### config.mk
export PLATFORM = sky130hd
export DESIGN_NAME = fetch_ctrl
export DESIGN_NICKNAME = d
export VERILOG_FILES = /design/src/rtl/fetch_ctrl.sv
export SDC_FILE = /design/constraint.sdc
export NUM_CORES = 1
export LEC_CHECK = 0
export BUFFER_PORTS_ARGS = -buffer_cell sky130_fd_sc_hd__buf_2
export CORE_ASPECT_RATIO = 0.75
export CORE_MARGIN = 2
export CORE_UTILIZATION = 52
export CTS_BUF_LIST = sky130_fd_sc_hd__clkbuf_4 sky130_fd_sc_hd__clkbuf_8
export DETAILED_ROUTE_END_ITERATION = 12
export HOLD_SLACK_MARGIN = 0.06
export PLACE_DENSITY = 0.83
export SLEW_MARGIN = 20
export SYNTH_ARGS = -nofsm -noshare
export SYNTH_HDL_FRONTEND = slang
export SYNTH_SLANG_ARGS = --single-unit
### constraint.sdc
create_clock -name clk -period 4.41 [get_ports clk]
set_input_delay 0.6615 -clock clk [delete_from_list [all_inputs] [get_ports clk]]
set_output_delay 0.6615 -clock clk [all_outputs]
set_load 0.05 [all_outputs]
### src/rtl/fetch_ctrl.sv
// rtl/fetch_ctrl.sv - instruction fetch sequencer: PC, instr_mem address, one-entry decode stage
// Handles go/start, decode backpressure, execute redirects and HALT draining.
module fetch_ctrl #(
    parameter int               WIDTH    = 32,
    parameter int               PC_W     = 32,
    parameter logic [PC_W-1:0]  RESET_PC = '0,
    parameter logic [4:0]       HALT_OP  = 5'h1F
) (
    input  logic             clk,
    input  logic             rst,
    input  logic             go,
    output logic [PC_W-1:0]  imem_pc,
    input  logic [WIDTH-1:0] imem_inst,
    output logic             f_valid,
    input  logic             f_ready,
    output logic [WIDTH-1:0] f_inst,
    output logic [PC_W-1:0]  f_pc,
    input  logic             redirect_valid,
    input  logic [PC_W-1:0]  redirect_pc,
    output logic             halted
);

    typedef enum logic [1:0] {
        ST_IDLE   = 2'd0,
        ST_RUN    = 2'd1,
        ST_DRAIN  = 2'd2,
        ST_HALTED = 2'd3
    } state_t;

    state_t            state_q, state_d;
    logic [PC_W-1:0]   pc_q, pc_d;
    logic              f_valid_q, f_valid_d;
    logic [WIDTH-1:0]  f_inst_q, f_inst_d;
    logic [PC_W-1:0]   f_pc_q, f_pc_d;
    logic              fe;
    logic              xfer;

    always_ff @(posedge clk or posedge rst) begin
        if (rst) begin
            state_q   <= ST_IDLE;
            pc_q      <= RESET_PC;
            f_valid_q <= 1'b0;
            f_inst_q  <= '0;
            f_pc_q    <= '0;
        end else begin
            state_q   <= state_d;
            pc_q      <= pc_d;
            f_valid_q <= f_valid_d;
            f_inst_q  <= f_inst_d;
            f_pc_q    <= f_pc_d;
        end
    end

    always_comb begin
        state_d   = state_q;
        pc_d      = pc_q;
        f_valid_d = f_valid_q;
        f_inst_d  = f_inst_q;
        f_pc_d    = f_pc_q;
        xfer      = f_valid_q & f_ready;
        fe        = (state_q == ST_RUN) & ~redirect_valid & (~f_valid_q | f_ready);

        case (state_q)
            ST_IDLE: begin
                // A redirect while idle just sets the boot address.
                if (redirect_valid) pc_d = redirect_pc;
                if (go) state_d = ST_RUN;
            end
            ST_RUN: begin
                if (redirect_valid) begin
                    f_valid_d = 1'b0;
                    pc_d      = redirect_pc;
                end else if (fe) begin
                    f_inst_d  = imem_inst;
                    f_pc_d    = pc_q;
                    f_valid_d = 1'b1;
                    pc_d      = pc_q + {{(PC_W-1){1'b0}}, 1'b1};
                    if (imem_inst[WIDTH-1:WIDTH-5] == HALT_OP) state_d = ST_DRAIN;
                end else if (xfer) begin
                    f_valid_d = 1'b0;
                end
            end
            ST_DRAIN: begin
                // Held HALT may be on a mispredicted path; a redirect cancels it.
                if (redirect_valid) begin
                    f_valid_d = 1'b0;
                    pc_d      = redirect_pc;
                    state_d   = ST_RUN;
                end else if (xfer) begin
                    f_valid_d = 1'b0;
                    state_d   = ST_HALTED;
                end
            end
            ST_HALTED: begin
                if (go) state_d = ST_RUN;
            end
            default: state_d = ST_IDLE;
        endcase
    end

    assign imem_pc = pc_q;
    assign f_valid = f_valid_q;
    assign f_inst  = f_inst_q;
    assign f_pc    = f_pc_q;
    assign halted  = (state_q == ST_HALTED);

endmodule

==> flow_summary.yaml <==
status:
  status: "complete, no violations"
clock_tree:
  clock-sinks: 99
  cts-htree-levels: 3
  hold_buffers: 0
  clk-insertion-delay-late_ns: 0.38
  post_cts_resized: 0
  cts_inserted_buffers: 9
  cts_setup_buffers: 0
  cts_tree: "built"
  cts-root-buf: "clkbuf_8"
  clk_pin_slew_ns: 0.09
  clk_path_buf_depth: 2
synth:
  netlist.area_leader.share_pct: 52.7
  synth_area_leaders: "dfrtp_1, mux2_2, a21oi_1"
  syn_nets: 489
  ys_types: 49
  synth_edf_count: 0
  async_reset_ff_share_pct: 100
  synth.ff_latch_count: 99
  ys.flop_type: "dfrtp_1"
  synth_commonest_cells: "dfrtp_1, mux2_2, a21oi_1"
  syn_avg_cell_area_um2: 11.3
  yosysSeqAreaShare_pct: 52.7
  yosysMostFrequentCell: "dfrtp_1"
  yosys_warnings: 0
  synth_cells: 415
  yosysTopAreaCell: "dfrtp_1"
  synth_area_um2: 4700
critical_path:
  cp_data_required_time_ns: 4.69
  r2r.worst_path.cells: 6
  path_cells: "inv_1 -> ha_1 -> o21bai_1 -> and3_1 -> o32ai_1 -> a311oi_1"
  critical-path-max-stage-delay_ns: 0.84
  r2r_setup_slack_ns: 1.96
  arrival_ns: 2.73
  path_max_fanout: 26
  path_class: "flip-flop to flip-flop"
  cp-startpoint: "state_q[0]$_DFFE_PP0P_"
  path_delay_family: "simple AND/OR/NAND/NOR gates"
  crit_path_top_delay_cell: "and3_1"
  r2r-end: "imem_pc[19]$_DFFE_PP0P_"
  r2r-start: "state_q[0]$_DFFE_PP0P_"
  critPathBufInv: 1
  cp-start-kind: "flip-flop"
  setup.worst_path.end_class: "flip-flop"
timing:
  period_share_pct: 55.5
  clock_skew_ns: 0.00973
  finalSetupViolations: 0
  hold_viol_final: 0
  setup_tns_ns: 0
  period_needed_ns: 2.45
  slew_headroom_pct: 34.2
  grt_setup_unrepaired: "false"
  fmax_ghz: 0.409
  worst_slew_pin_slew_ns: 0.986
  report.final.slew_viol_count: 0
detailed_routing:
  drtIter0Drc: 271
  wl_per_cell_um: 17.4
  drtAntennaViolNets: 0
  route.met3.wl_um: 1050
  wirelength_um: 12000
  routed_via_density: 5.87
  vias: 4041
  m1WireLength_um: 5110
  firstDrtPassIters: 5
  drc_errors: 0
  highest_layer: "met4"
  wl_met2_um: 5610
floorplanning:
  die_area_um2: 9820
  die_w_um: 114
  start_util_pct: 52.6
  rows: 30
  fp.coreArea_um2: 8930
  ioPinCount: 167
  dieHeight_um: 86.3
cells_and_area:
  antennaDiodeCount: 0
  syn_to_final_growth_pct: 24.1
  fin_util_pct: 65.3
  fin_nets: 646
  drive_gt1_share_pct: 46.1
grt:
  antenna_found_initial: 0
  grt_max_degree: 66
  grt_usage_pct: 24.9
  first_global_vias: 3876
  grt_pass1_wl_um: 19100
  grt_overflow: 0
hold_path:
  hold_path.class: "input pin to asynchronous set/reset pin"
place:
  place_hpwl_um: 8560
  port_buffers: 166
  gp_congestion: 0.893
flow_run:
  drv_cap: 0
[layout by cell type (no fill, tap or decap), drive strengths merged, types with 3 or more instances in the layout]
| cell | n |
|---|---|
| nand3 | 20 |
| nand4 | 8 |
| a2bb2oi | 7 |
| nor3b | 3 |
| a311oi | 7 |
| and3 | 7 |
| nor4 | 6 |
| o21ai | 24 |
| nand2 | 28 |
| or3 | 3 |
| clkinvlp | 4 |
| dfrtp | 99 |
| inv | 11 |
| o22ai | 15 |
| buf | 170 |
| o32ai | 3 |
| nor2 | 16 |
| a31oi | 4 |
| nor3 | 9 |
| ha | 5 |
| a21oi | 29 |
| mux2 | 64 |
| clkbuf | 10 |
| a211oi | 4 |
[flip-flops by register name (all words and copies together) (netlist names)]
register and cells:
f_inst 32, f_pc 32, imem_pc 32, state_q 2, f_valid 1
[worst max path at each step]
stage	cells past startpoint	slack, ns	endpoint
after floorplan	1	1.16	f_inst[0]$_DFFE_PP0P_
after global placement	5	1.96	imem_pc[19]$_DFFE_PP0P_
after detailed placement	5	1.83	imem_pc[19]$_DFFE_PP0P_
after CTS	6	1.98	imem_pc[19]$_DFFE_PP0P_
after global routing	8	1.75	state_q[0]$_DFFE_PP0P_
final	6	1.96	imem_pc[19]$_DFFE_PP0P_
[cell families (layout without fill, tap and decap cells)]
kind of cell | Yosys count | after routing | share of synthesized area [%]
flip-flops | 99 | 99 | 52.7
multiplexers | 66 | 66 | 15.8
buffers and inverters | 35 | 197 | 3.06
adder cells (fa/ha/maj) | 5 | 5 | 1.33
AO/OA/AOI/OAI | 101 | 101 | 13.5
AND/OR/NAND/NOR | 109 | 109 | 13.6
[final cells by class]
type / count / area [um^2]
repair buffers: 170 / 861
flip-flops and latches: 99 / 2480
clock buffers: 10 / 131
clock inverters: 6 / 90.1
inverters: 11 / 43.8
multi-input cells: 281 / 2090
fillers: 719 / 3100
well taps: 112 / 140
[layer usage]
layer | up-vias | track usage (%)
li1 | 1867 | -
met1 | 1943 | 34.5
met2 | 209 | 38.4
met3 | 22 | 6.50
met4 | 0 | 8.87
met5 | - | 0
[metrics by stage]
stage	std cells	worst slack, ns	hold WS (ns)	area (um^2)
4_1_cts	689	1.98	0.396	5830
3_3_place_gp	673	1.96	0.483	5610
2_1_floorplan	415	1.16	0.531	4700
3_5_place_dp	673	1.83	0.491	5610
5_1_grt	689	1.75	0.428	5830
6_report	689	1.96	0.384	5830
[worst register-to-register path, delay by kind of cell, from the launching register on]
| kind | cells | cell delay, ns |
|---|---|---|
| AOI/OAI and AO/OA | 3 | 0.75 |
| DFF | 1 | 0.40 |
| buffers and inverters | 1 | 0.08 |
| adders and majority gates | 1 | 0.30 |
| and+or+nand+nor | 1 | 0.84 |
Power is not shown: default switching activity piles up to over one toggle a cycle in this logic, so the estimate is an artifact.
